===== config.mk =====
export PLATFORM = sky130hd
export DESIGN_NAME = video_timing_gen_flat
export DESIGN_NICKNAME = d
export VERILOG_FILES = /design/src/rtl/video_timing_pkg.sv /design/src/rtl/video_timing_gen_if.sv /design/src/rtl/video_axis_counter.sv /design/src/rtl/video_timing_gen.sv /design/src/flat_wrapper.sv
export SDC_FILE = /design/constraint.sdc
export NUM_CORES = 1
export LEC_CHECK = 0
export CAP_MARGIN = 10
export CORE_MARGIN = 3
export CORE_UTILIZATION = 46
export DETAILED_ROUTE_END_ITERATION = 16
export MAX_ROUTING_LAYER = met4
export PLACE_DENSITY = 0.76
export SETUP_SLACK_MARGIN = 0.1
export SLEW_MARGIN = 10
export SYNTH_ARGS = -nofsm -noshare
export SYNTH_HDL_FRONTEND = slang
export SYNTH_HIERARCHICAL = 1
export SYNTH_SLANG_ARGS = --single-unit

===== constraint.sdc =====
create_clock -name clk -period 2 [get_ports clk]
set_input_delay 0.3 -clock clk [delete_from_list [all_inputs] [get_ports clk]]
set_output_delay 0.3 -clock clk [all_outputs]
set_load 0.05 [all_outputs]

===== src/rtl/video_timing_pkg.sv =====
// Shared derived-constant helpers for the raster timing blocks.
// Display-controller blocks import the same package so their porch/sync
// arithmetic always agrees with the generator's.
package video_timing_pkg;

  // Total positions on one axis: display + front porch + sync + back porch.
  function automatic int vt_total(input int display, input int front,
                                  input int sync, input int back);
    return display + front + sync + back;
  endfunction

  // Last position on an axis.
  function automatic int vt_max(input int display, input int front,
                                input int sync, input int back);
    return vt_total(display, front, sync, back) - 1;
  endfunction

  // First position inside the sync pulse.
  function automatic int vt_sync_start(input int display, input int front);
    return display + front;
  endfunction

  // Last position inside the sync pulse (inclusive).
  function automatic int vt_sync_end(input int display, input int front,
                                     input int sync);
    return display + front + sync - 1;
  endfunction

  // True when a maximum position is representable in a w-bit counter.
  function automatic bit vt_fits(input int max_pos, input int w);
    return (w < 31) ? (max_pos < (1 << w)) : 1'b1;
  endfunction

endpackage


===== src/rtl/video_timing_gen_if.sv =====
// Raster timing bus: control inputs into the generator and the registered
// position/sync/strobe outputs towards the display path.
interface video_timing_gen_if #(
  parameter int HW  = 9,
  parameter int VW  = 9,
  parameter int FCW = 16
);
  logic           pix_en;
  logic [VW-1:0]  irq_line;
  logic [HW-1:0]  hpos;
  logic [VW-1:0]  vpos;
  logic           hsync;
  logic           vsync;
  logic           display_on;
  logic           hblank;
  logic           vblank;
  logic           line_start;
  logic           frame_start;
  logic           raster_irq;
  logic [FCW-1:0] frame_count;

  modport master (
    input  pix_en, irq_line,
    output hpos, vpos, hsync, vsync, display_on, hblank, vblank,
           line_start, frame_start, raster_irq, frame_count
  );

  modport slave (
    output pix_en, irq_line,
    input  hpos, vpos, hsync, vsync, display_on, hblank, vblank,
           line_start, frame_start, raster_irq, frame_count
  );
endinterface


===== src/rtl/video_axis_counter.sv =====
// One raster axis (horizontal or vertical). Advances when step and wrap_in
// are both high; all outputs are registered and decoded from the position
// being entered, so sync/blank always line up with pos.
module video_axis_counter
  import video_timing_pkg::*;
#(
  parameter int DISPLAY = 320,
  parameter int FRONT   = 8,
  parameter int SYNC    = 24,
  parameter int BACK    = 8,
  parameter bit POL     = 1'b1,
  parameter int W       = 9
) (
  input  logic         clk,
  input  logic         reset,
  input  logic         step,
  input  logic         wrap_in,
  output logic [W-1:0] pos,
  output logic [W-1:0] pos_d,
  output logic         at_max,
  output logic         sync,
  output logic         blank,
  output logic         entered_zero
);

  localparam int MAX_I = vt_max(DISPLAY, FRONT, SYNC, BACK);

  generate
    if (SYNC < 1) begin : g_bad_sync
      $error("video_axis_counter: SYNC width must be at least 1");
    end
    if (!vt_fits(MAX_I, W)) begin : g_bad_width
      $error("video_axis_counter: W too narrow for TOTAL-1");
    end
  endgenerate

  localparam logic [W-1:0] MAX_V  = W'(MAX_I);
  localparam logic [W-1:0] DISP_V = W'(DISPLAY);
  localparam logic [W-1:0] SS_V   = W'(vt_sync_start(DISPLAY, FRONT));
  localparam logic [W-1:0] SE_V   = W'(vt_sync_end(DISPLAY, FRONT, SYNC));

  logic         adv;
  logic [W-1:0] stepped;

  // Sync level for a given position, honouring polarity.
  function automatic logic sync_lvl(input logic [W-1:0] p);
    return ((p >= SS_V) && (p <= SE_V)) ? POL : ~POL;
  endfunction

  assign adv     = step & wrap_in;
  assign stepped = at_max ? '0 : pos + W'(1);
  // Position this axis will hold after the coming edge; the top level
  // decodes display_on and the raster compare from it.
  assign pos_d   = adv ? stepped : pos;

  // Position register plus registered decodes of the position being entered.
  always_ff @(posedge clk or negedge reset) begin
    if (!reset) begin
      pos          <= MAX_V;
      at_max       <= 1'b1;
      sync         <= sync_lvl(MAX_V);
      blank        <= (MAX_V >= DISP_V);
      entered_zero <= 1'b0;
    end else begin
      entered_zero <= adv & at_max;
      pos          <= pos_d;
      at_max       <= (pos_d == MAX_V);
      sync         <= sync_lvl(pos_d);
      blank        <= (pos_d >= DISP_V);
    end
  end

endmodule


===== src/rtl/video_timing_gen.sv =====
// Raster timing generator: H and V axis counters plus the frame-level
// registers (display_on, raster interrupt, frame counter).
module video_timing_gen
  import video_timing_pkg::*;
#(
  parameter int H_DISPLAY = 320,
  parameter int H_FRONT   = 8,
  parameter int H_SYNC    = 24,
  parameter int H_BACK    = 8,
  parameter int V_DISPLAY = 240,
  parameter int V_FRONT   = 4,
  parameter int V_SYNC    = 3,
  parameter int V_BACK    = 15,
  parameter bit HSYNC_POL = 1'b1,
  parameter bit VSYNC_POL = 1'b1,
  parameter int HW        = 9,
  parameter int VW        = 9,
  parameter int FCW       = 16
) (
  input  logic               clk,
  input  logic               reset,
  video_timing_gen_if.master vt
);

  localparam logic [HW-1:0] HD_V = HW'(H_DISPLAY);
  localparam logic [VW-1:0] VD_V = VW'(V_DISPLAY);

  logic [HW-1:0]  h_pos, h_pos_d;
  logic [VW-1:0]  v_pos, v_pos_d;
  logic           h_at_max, h_sync, h_blank, h_ez;
  logic           v_at_max, v_sync, v_blank, v_ez;
  logic           display_on;
  logic           raster_irq;
  logic [FCW-1:0] frame_count;

  video_axis_counter #(
    .DISPLAY(H_DISPLAY), .FRONT(H_FRONT), .SYNC(H_SYNC), .BACK(H_BACK),
    .POL(HSYNC_POL), .W(HW)
  ) u_h (
    .clk(clk), .reset(reset), .step(vt.pix_en), .wrap_in(1'b1),
    .pos(h_pos), .pos_d(h_pos_d), .at_max(h_at_max), .sync(h_sync),
    .blank(h_blank), .entered_zero(h_ez)
  );

  // Vertical axis only moves on the pixel step that wraps the line.
  video_axis_counter #(
    .DISPLAY(V_DISPLAY), .FRONT(V_FRONT), .SYNC(V_SYNC), .BACK(V_BACK),
    .POL(VSYNC_POL), .W(VW)
  ) u_v (
    .clk(clk), .reset(reset), .step(vt.pix_en), .wrap_in(h_at_max),
    .pos(v_pos), .pos_d(v_pos_d), .at_max(v_at_max), .sync(v_sync),
    .blank(v_blank), .entered_zero(v_ez)
  );

  // Frame-level registers: visible-area flag, raster interrupt strobe and
  // frame counter, all updated from the position being entered.
  always_ff @(posedge clk or negedge reset) begin
    if (!reset) begin
      display_on  <= 1'b0;
      raster_irq  <= 1'b0;
      frame_count <= '1;
    end else begin
      display_on <= (h_pos_d < HD_V) && (v_pos_d < VD_V);
      // irq_line is only looked at on an advancing edge, so changes between
      // edges cannot produce a stray pulse.
      raster_irq <= vt.pix_en && (h_pos_d == HD_V) && (v_pos_d == vt.irq_line);
      if (vt.pix_en && h_at_max && v_at_max)
        frame_count <= frame_count + FCW'(1);
    end
  end

  assign vt.hpos        = h_pos;
  assign vt.vpos        = v_pos;
  assign vt.hsync       = h_sync;
  assign vt.vsync       = v_sync;
  assign vt.hblank      = h_blank;
  assign vt.vblank      = v_blank;
  assign vt.display_on  = display_on;
  assign vt.line_start  = h_ez;
  assign vt.frame_start = v_ez;
  assign vt.raster_irq  = raster_irq;
  assign vt.frame_count = frame_count;

endmodule


===== src/flat_wrapper.sv =====
// flat-port wrapper written by rule: the top's interface ports become plain ports
module video_timing_gen_flat import video_timing_pkg::*;
#(
  parameter int H_DISPLAY = 320,
  parameter int H_FRONT   = 8,
  parameter int H_SYNC    = 24,
  parameter int H_BACK    = 8,
  parameter int V_DISPLAY = 240,
  parameter int V_FRONT   = 4,
  parameter int V_SYNC    = 3,
  parameter int V_BACK    = 15,
  parameter bit HSYNC_POL = 1'b1,
  parameter bit VSYNC_POL = 1'b1,
  parameter int HW        = 9,
  parameter int VW        = 9,
  parameter int FCW       = 16
)
  (clk, reset, vt_pix_en, vt_irq_line, vt_hpos, vt_vpos, vt_hsync, vt_vsync, vt_display_on, vt_hblank, vt_vblank, vt_line_start, vt_frame_start, vt_raster_irq, vt_frame_count);
  video_timing_gen_if #(.HW(HW), .VW(VW), .FCW(FCW)) vt_i ();
  input  logic clk;
  input  logic reset;
  input wire logic [$bits(vt_i.pix_en)-1:0] vt_pix_en;
  input wire logic [$bits(vt_i.irq_line)-1:0] vt_irq_line;
  output wire logic [$bits(vt_i.hpos)-1:0] vt_hpos;
  output wire logic [$bits(vt_i.vpos)-1:0] vt_vpos;
  output wire logic [$bits(vt_i.hsync)-1:0] vt_hsync;
  output wire logic [$bits(vt_i.vsync)-1:0] vt_vsync;
  output wire logic [$bits(vt_i.display_on)-1:0] vt_display_on;
  output wire logic [$bits(vt_i.hblank)-1:0] vt_hblank;
  output wire logic [$bits(vt_i.vblank)-1:0] vt_vblank;
  output wire logic [$bits(vt_i.line_start)-1:0] vt_line_start;
  output wire logic [$bits(vt_i.frame_start)-1:0] vt_frame_start;
  output wire logic [$bits(vt_i.raster_irq)-1:0] vt_raster_irq;
  output wire logic [$bits(vt_i.frame_count)-1:0] vt_frame_count;
  assign vt_i.pix_en = vt_pix_en;
  assign vt_i.irq_line = vt_irq_line;
  assign vt_hpos = vt_i.hpos;
  assign vt_vpos = vt_i.vpos;
  assign vt_hsync = vt_i.hsync;
  assign vt_vsync = vt_i.vsync;
  assign vt_display_on = vt_i.display_on;
  assign vt_hblank = vt_i.hblank;
  assign vt_vblank = vt_i.vblank;
  assign vt_line_start = vt_i.line_start;
  assign vt_frame_start = vt_i.frame_start;
  assign vt_raster_irq = vt_i.raster_irq;
  assign vt_frame_count = vt_i.frame_count;
  video_timing_gen #(.H_DISPLAY(H_DISPLAY), .H_FRONT(H_FRONT), .H_SYNC(H_SYNC), .H_BACK(H_BACK), .V_DISPLAY(V_DISPLAY), .V_FRONT(V_FRONT), .V_SYNC(V_SYNC), .V_BACK(V_BACK), .HSYNC_POL(HSYNC_POL), .VSYNC_POL(VSYNC_POL), .HW(HW), .VW(VW), .FCW(FCW)) u_core (.clk(clk), .reset(reset), .vt(vt_i));
endmodule

* After elaboration in Yosys (flattened, before gate mapping) *
Cells that the tools add are included.

storage, ports and cells
  flip-flop bits (word level) = 44
  output and inout bits = 42

operators by class
  $add $sub $neg = 3
  magnitude comparators = 8
  equal/unequal tests = 4
  mux-type cells = 6
  bitwise operators = 2
  reductions and logical operators = 7

operators with widths
  operator                                                                             number
  9-bit 2-to-1 mux                                                                     4
  9-bit == test, second input constant                                                 3
  9-bit by 1-bit adder with 9-bit output, second input constant                        2
  9-bit by 8-bit greater-or-equal comparator with 1-bit output, second input constant  2
  9-bit greater-or-equal comparator, second input constant                             2
  16-bit by 1-bit adder with 16-bit output, second input constant                      1
  9-bit == test                                                                        1
  9-bit by 8-bit less-or-equal comparator with 1-bit output, second input constant     1
  9-bit less-or-equal comparator, second input constant                                1
  9-bit by 8-bit < comparator with 1-bit output, second input constant                 1
  9-bit < comparator, second input constant                                            1
  1-bit logical AND                                                                    7
  1-bit bitwise AND                                                                    2
  1-bit 2-to-1 mux                                                                     2

* Depth between registers and ports, before layout *
Gate-level depths: netlist of run 1.

  word-level depth = 6
  mapped depth = 10
  depth with buffers taken out = 10

* Cells and area by module *
The synthesis of run 1 kept the hierarchy.

modules (own cells, without submodules)
  module                            times used  cells each  area an instance (um^2)  seq. area each (um^2)
  video_timing_gen                  1           83          922.1                    470.5
  video_axis_counter at u_core.u_h  1           92          850.8                    335.3
  video_axis_counter at u_core.u_v  1           83          823.3                    331.6

* Least setup slack after synthesis of run 1 *
OpenSTA, ideal clock, no wires.

  path kind = reg-to-reg
  start point = register u_core.u_v.pos[1]
  end point = register u_core.u_v.sync
  library setup time = 96 ps
  arrival = 2328 ps
  data required time = 1904 ps
  slack = -424 ps
  stages on the path, launching flop included = 7
  period minus slack after synthesis = 2424 ps
  path through = dfrtp_1 -> ha_1 -> or3b_1 -> or4_1 -> a41o_1 -> a211o_1 -> nor4_2

between the ends
  word-level cells in the longest chain between the ends = 6
  elaborated cells between the ends (all ways) = 7
  classes of those cells = add/sub: 1; order compare: 2; mux: 3; reduce/logical: 1

RTL lines
  element                                                                                                                                    RTL line                  text
  start, declared                                                                                                                            video_axis_counter.sv:18  output logic [W-1:0] pos,
  start signal, assigned                                                                                                                     video_axis_counter.sv:66  pos <= pos_d;
  9-bit by 1-bit adder with 9-bit output                                                                                                     video_axis_counter.sv:51  assign stepped = at_max ? '0 : pos + W'(1);
  9-bit 2-to-1 mux                                                                                                                           video_axis_counter.sv:51
  9-bit 2-to-1 mux *                                                                                                                         video_axis_counter.sv:54  assign pos_d = adv ? stepped : pos;
  9-bit by 8-bit greater-or-equal comparator with 1-bit output or 9-bit by 8-bit less-or-equal comparator with 1-bit output (tied branches)  video_axis_counter.sv:47  return ((p >= SS_V) && (p <= SE_V)) ? POL : ~POL;
  1-bit logical AND *                                                                                                                        video_axis_counter.sv:47
  1-bit 2-to-1 mux *                                                                                                                         video_axis_counter.sv:47
  end signal, assigned                                                                                                                       video_axis_counter.sv:61  sync <= sync_lvl(MAX_V);
  end signal, assigned                                                                                                                       video_axis_counter.sv:68  sync <= sync_lvl(pos_d);
  end, declared                                                                                                                              video_axis_counter.sv:21  output logic sync,

Mark *: on every way between the ends. The rest lies on a longest branch, timed or not.
A chain may end at the register's enable or synchronous reset.

* Worst setup path in the final report of run 1 *
  start point = register u_core.u_v.pos[0]
  end point = register u_core.u_v.sync

Same word-level chain as after synthesis.

==> reports/metrics.cfg, run 1 <==
[hold_path]
hp-class=input pin to asynchronous set/reset pin

[worst_setup_path]
rr_endpoint=u_core/u_v/sync
worst-path-buf-inv=0
max_stage_delay_ns=0.48
crit_path_cell_trace=ha_4, or3b_1, or4_1, a41o_1, a211o_1, nor4_2
crit_start=u_core/u_v/pos[0]
worstPathRequired_ns=2.21
crit_end=u_core/u_v/sync
ff2ff_path_depth=6
cpMaxStageDelayCell=dfstp_4
reg2reg_slack_ns=-0.19
cp_top_family=simple AND/OR/NAND/NOR gates
crit_path_start_kind=register
crit_path_end_kind=register
criticalPathCategory=register to register
r2r_start=u_core/u_v/pos[0]
cp_max_fo=2
cp_num_cells=6
worst_ep_arrival_time_ns=2.40

[clocking]
clock-root-buffer=clkbuf_8
numCtsBuffers=5
clock_latency_ns=0.31
cts_num_sinks=44
cts_tree=done
clk_pin_slew_ns=0.09
htreeDepth=2
cts_buffer_depth=2

[routing]
drt_drc_violations_left=0
drt_iter0_markers=257
postRouteWirelength_um=7660
antenna_left=0
drt_first_pass_iters=4
wl_per_cell_um=16.9
via_count=2563
viasPerCell=5.67

[global_route]
grt.total_usage_pct=23.2
grt_pass1_vias=2404
grt_max_degree=31
grt_pass1_wl_um=11400
grt_overflow=0
antenna_found_initial=0

[yosys]
ys_ff_latch=44
ys_seq_area_share_pct=43.8
yosysWarnings=6
synth_most_common_cell=dfstp_2
netlist_instances=258
synth-main-ff-cell=dfstp_2
synth_common_cells=dfstp_2 (29), nand2_1 (28), xnor2_1 (23)
syn_area_per_cell_um2=10.1
synth_top_cell_area_share_pct=29.3
async_flop_share_pct=100
netlist_area_um2=2600
synth_area_leaders=dfstp_2 (29%), dfrtp_1 (14%), xnor2_1 (7.8%), xor2_1 (4.4%), nand2_1 (4.0%)
synth_top_cell_by_area=dfstp_2
synth-edff-count=0
ys_types=61

[timing]
slew_headroom_pct=64.7
finalHoldViolCount=0
max_freq_mhz=456
setup_ws_ns=-0.191
fin_worst_skew_ns=0.0108
worst_pin_slew_ns=0.528
period_needed_ns=2.19
hold_ws_ns=0.458
slew_violations=0
setup_violations=4
min_period_over_period_pct=110
rsz0062_at_grt=yes

[final_layout]
reg_top3=u_core/vt.frame_count (16), u_core/u_h/pos (9), u_core/u_v/pos (9)
diodes=0
largest_reg_flops=16
top_register=u_core/vt.frame_count
drive_above_1_share_pct=45.8
area_growth_pct=49.9
num-fill-cells=399
nNetsFinal=396
multi_input_area_um2=1520
ff_latch_area_um2=1160

[floorplan]
ios=54
die_h_um=81.1
fp.dieW_um=81.1
core-area_um2=5270
start_util_pct=49.3
die_area_um2=6580
row_count=26

[place]
hpwl_um=5260
routabilityCongestion=0.890
portBuffers=53

[pwr]
ir_drop_uv=438
p_per_area_nw_per_um2=628
total_power_uw=2450
p_leak_uw=0.00166

[status]
failed_checks=setup timing
status=finished with violations

[run]
maxCapViolations=0

[layer usage]
metal / track usage, % / wire, um / share of wire [%] / up-vias
met3: 4.10 / 497 / 6.5 / 17
met5: - / 0 / 0 / -
met1: 29.2 / 3080 / 40 / 1255
li1: - / - / - / 1181
met4: 6.59 / 147 / 1.9 / 0
met2: 38.6 / 3930 / 51 / 110
[per-stage QoR]
| step | util [%] | area [um^2] | setup WS [ns] | setup TNS [ns] | instances |
|---|---|---|---|---|---|
| floorplan | - | 2680 | -0.185 | -0.364 | 262 |
| global placement | 68.3 | 3600 | -0.392 | -1.72 | 433 |
| detailed placement | 68.3 | 3600 | -0.424 | -2.07 | 433 |
| CTS | 71.5 | 3770 | -0.153 | -0.348 | 446 |
| global route | 73.9 | 3890 | -0.228 | -0.734 | 452 |
| finish | 73.9 | 3890 | -0.191 | -0.531 | 452 |
[cells in the final DEF, fill, tap and decap left out, drive strengths merged, types with 5 or more instances in the layout]
cell type,count
dfrtp,15
nand4,15
xnor2,23
buf,93
nand2,29
dfstp,29
o21ai,12
a21oi,7
xor2,13
clkdlybuf4s50,16
and3,5
dlygate4sd2,12
conb,5
clkbuf,5
inv,5
nor3,6
nand3,15
nor2,20
[cell type report]
class,instances,area share [%]
Clock inverter,3,1.16
Timing Repair Buffer,122,25.7
Sequential cell,44,29.7
Clock buffer,5,1.77
Inverter,3,0.289
Multi-Input combinational cell,205,39.2
Tap cell,70,2.25
[where the power goes]
group          switching [uW]  internal (uW)  total [uW]
Clock                     339            378         717
Sequential               72.3            961        1030
Combinational             405            291         696
Total                     816           1630        2450
[cell families (layout without fill, tap and decap cells)]
logic type | count (synthesis) | after routing | synth area share [%]
and+or+nand+nor | 120 | 120 | 27.5
DFF | 44 | 44 | 43.8
muxes | 1 | 1 | 0.434
other | 1 | 5 | 0.144
buffers and inverters | 13 | 133 | 3.52
adders and majority gates | 3 | 3 | 1.45
xor gates and xnor gates | 36 | 36 | 12.1
AOI/OAI and AO/OA | 40 | 40 | 11.0
[worst min-delay path by stage]
stage,from,cells after the start,to
CTS,reset,2,u_core/vt.raster_irq
detailed placement,reset,1,u_core/u_h/sync
floorplan,reset,0,u_core/u_h/entered_zero
finish,reset,2,u_core/u_h/sync
global route,reset,2,u_core/u_h/sync
global placement,reset,1,u_core/u_h/sync
[what timing repair did]
item / CTS / global route
hold buffers: 1 / 0
resized for setup: 24 / 14
hold endpoints to repair: 8 / 0
cloned: 0 / 0
setup endpoints to repair: 17 / 7
pin swaps: 13 / 21
buffers inserted: 4 / 6
(Power assumes the default switching activity.)
==> run 2: changes to the inputs <==
Settings changed: CTS_CLUSTER_SIZE set to 28.
==> results of run 2 <==
The final DEF is identical to that of run 1; final timing and power are the same.
==> run 3: changes to the inputs <==
Settings changed: CORE_MARGIN 3 to not set, RECOVER_POWER set to 100.
==> reports/metrics.cfg, run 3 (synthesis gave the netlist of run 1 again) <==
[worst_setup_path]
worst-path-buf-inv=0  ; unchanged
crit_path_end_kind=register
cp_top_family=simple AND/OR/NAND/NOR gates
rr_endpoint=u_core/u_v/sync
r2r_start=u_core/u_v/pos[0]
reg2reg_slack_ns=-0.14  ; +0.05 ns
crit_path_cell_trace=ha_4, or3b_1, or4_1, a41o_1, a211o_1, nor4_2
worstPathRequired_ns=2.20  ; about the same
crit_path_start_kind=register
worst_ep_arrival_time_ns=2.34  ; -0.06 ns
cpMaxStageDelayCell=dfstp_4
ff2ff_path_depth=6  ; unchanged
criticalPathCategory=register to register
max_stage_delay_ns=0.50  ; +0.02 ns
cp_max_fo=5  ; +3

[clocking]
numCtsBuffers=5  ; unchanged
clock-root-buffer=clkbuf_8
cts_tree=done
cts_buffer_depth=2  ; unchanged
clock_latency_ns=0.29  ; -0.02 ns
clk_pin_slew_ns=0.08  ; about the same
cts_num_sinks=44  ; unchanged
htreeDepth=2  ; unchanged

[final_layout]
final_cell_mix=buf_4 (78), nand2_1 (26), dfstp_2 (25)
diodes=0  ; unchanged
drive_above_1_share_pct=42.9  ; -3.0 points
num-fill-cells=396  ; -0.75%
largest_reg_flops=16  ; unchanged
nNetsFinal=392  ; -1.0%
reg_top3=u_core/vt.frame_count (16), u_core/u_h/pos (9), u_core/u_v/pos (9)
area_growth_pct=47.9
top_register=u_core/vt.frame_count
final_common_cell=buf_4
instances_no_fill=448  ; -0.88%

[hold_path]
min_to=u_core/vt.frame_count[14]
hp-class=register to register
hp-start=u_core/vt.frame_count[14]
min_delay_path_depth=1

[global_route]
antenna_found_initial=0  ; unchanged
grt.total_usage_pct=24.5  ; +1.3 points
grt_max_degree=24  ; -23%
grt_overflow=0  ; unchanged
grt_pass1_vias=2333  ; -3.0%
grt_pass1_wl_um=11300  ; -1.5%

[floorplan]
row_count=26  ; unchanged
ios=54  ; unchanged
fp.dieW_um=77.1  ; -4.9%
die_h_um=77.1  ; -4.9%
start_util_pct=49.3  ; unchanged
core-area_um2=5270  ; unchanged
die_area_um2=5950  ; -9.6%

[timing]
slew_headroom_pct=12.9  ; -52 points
min_period_over_period_pct=107  ; -2.6 points
setup_tns_ns=-0.373  ; +0.158 ns
slew_violations=0  ; unchanged
period_needed_ns=2.14  ; -0.0528 ns
rsz0062_at_grt=yes
setup_ws_ns=-0.138  ; +0.0528 ns
worst_pin_slew_ns=1.31  ; +0.778 ns
max_freq_mhz=468  ; +2.5%
fin_worst_skew_ns=0.00327  ; -0.00751 ns
finalHoldViolCount=0  ; unchanged
hold_ws_ns=0.505  ; +0.0464 ns
setup_violations=3  ; -1

[pwr]
swShare_pct=33.4  ; +0.048 points
pwr-share-seq_pct=45.5  ; +3.2 points
p_clk_share_pct=25.0  ; -4.3 points
p_int_uw=1550  ; -5.1%
p_comb_share_pct=29.5  ; +1.1 points
power.switching_uw=776  ; -4.9%
p_leak_uw=0.00162  ; -2.2%
ir_drop_uv=551  ; +26%
p_per_area_nw_per_um2=605  ; -3.7%

[routing]
wl_met2_um=3570  ; -9.1%
drt_iter0_markers=119  ; -54%
postRouteWirelength_um=7140  ; -6.8%
routedLengthMet1_um=3040  ; -1.3%
drt_first_pass_iters=6  ; +2
drt_drc_violations_left=0  ; unchanged
antenna_left=0  ; unchanged
met3_length_um=366  ; -26%
viasPerCell=5.45  ; -3.9%
via_count=2441  ; -4.8%
wl_per_cell_um=15.9  ; -6.0%
top_layer=met4

[place]
routabilityCongestion=0.985  ; +11%
post-place-ws_ns=-0.320  ; +0.104 ns
hpwl_um=5120  ; -2.6%
portBuffers=53  ; unchanged
dp_cells=430  ; -0.69%

[run]
maxCapViolations=0  ; unchanged

[status]
status=finished with violations
failed_checks=setup timing

[run 3: cell types whose count changed in the layout (fill, tap and decap cells not counted), moves of 2 or more]
cell / change
buf_4: -9
clkbuf_1: +5
buf_12: +2
dlygate4sd2_1: -2
dlymetal6s2s_1: +2
nand3_1: +2
nand3_2: -2
[run 3: cell type report]
class,instances,area [um^2],share of cell area (%)
clock inverters,1,7.51,0.196
flip-flops and latches,44,1160,30.1
well taps,70,87.6,2.28
repair buffers,118,988,25.7
inverters,3,11.3,0.293
multi-input cells,205,1500,39.1
clock buffers,7,86.3,2.25
[run 3: power groups by stage]
| stage | Sequential [uW] | Combinational [uW] | Clock [uW] |
|---|---|---|---|
| 3_3_place_gp | 1070 | 609 | 0 |
| 4_1_cts | 1060 | 668 | 606 |
| 2_1_floorplan | 1200 | 247 | 0 |
| 5_1_grt | 1070 | 728 | 638 |
| 3_5_place_dp | 1080 | 622 | 0 |
| 6_report | 1060 | 686 | 580 |
[run 3: stage by stage]
stage	utilization [%]	power [uW]	instance area [um^2]
floorplan	-	1440	2680
global placement	67.8	1680	3570
detailed placement	67.8	1700	3570
CTS	71.1	2330	3750
global route	72.8	2430	3840
finish	72.8	2320	3840
[run 3: timing repair]
action | in CTS | in global routing
hold endpoints to repair | 1 | 0
pin swaps | 6 | 23
hold buffers | 1 | 0
resized for setup | 19 | 13
setup endpoints to repair | 16 | 9
setup buffers | 4 | 5
gates cloned | 0 | 0
[run 3: worst max path at each step]
stage / slack (ns) / end / from / cells past startpoint
3_5_place_dp: -0.32 / u_core/vt.raster_irq / vt_pix_en / 10
6_report: -0.14 / u_core/u_v/sync / u_core/u_v/pos[0] / 6
3_3_place_gp: -0.28 / u_core/vt.raster_irq / vt_pix_en / 10
2_1_floorplan: -0.18 / u_core/u_v/sync / u_core/u_v/pos[1] / 6
4_1_cts: -0.14 / u_core/u_v/sync / u_core/u_v/pos[0] / 6
5_1_grt: -0.23 / u_core/vt.raster_irq / u_core/u_v/pos[0] / 9
[run 3: worst reg2reg max path, cell delays in order (launching register included)]
cell	delay, ns
dfstp_4	0.50
ha_4	0.17
or3b_1	0.38
or4_1	0.40
a41o_1	0.21
a211o_1	0.25
nor4_2	0.13
[run 3: routing by layer]
metal / vias up / track usage [%]
li1: 1173 / -
met1: 1155 / 30.3
met2: 95 / 41.1
met3: 18 / 4.05
met4: 0 / 7.17
met5: - / -
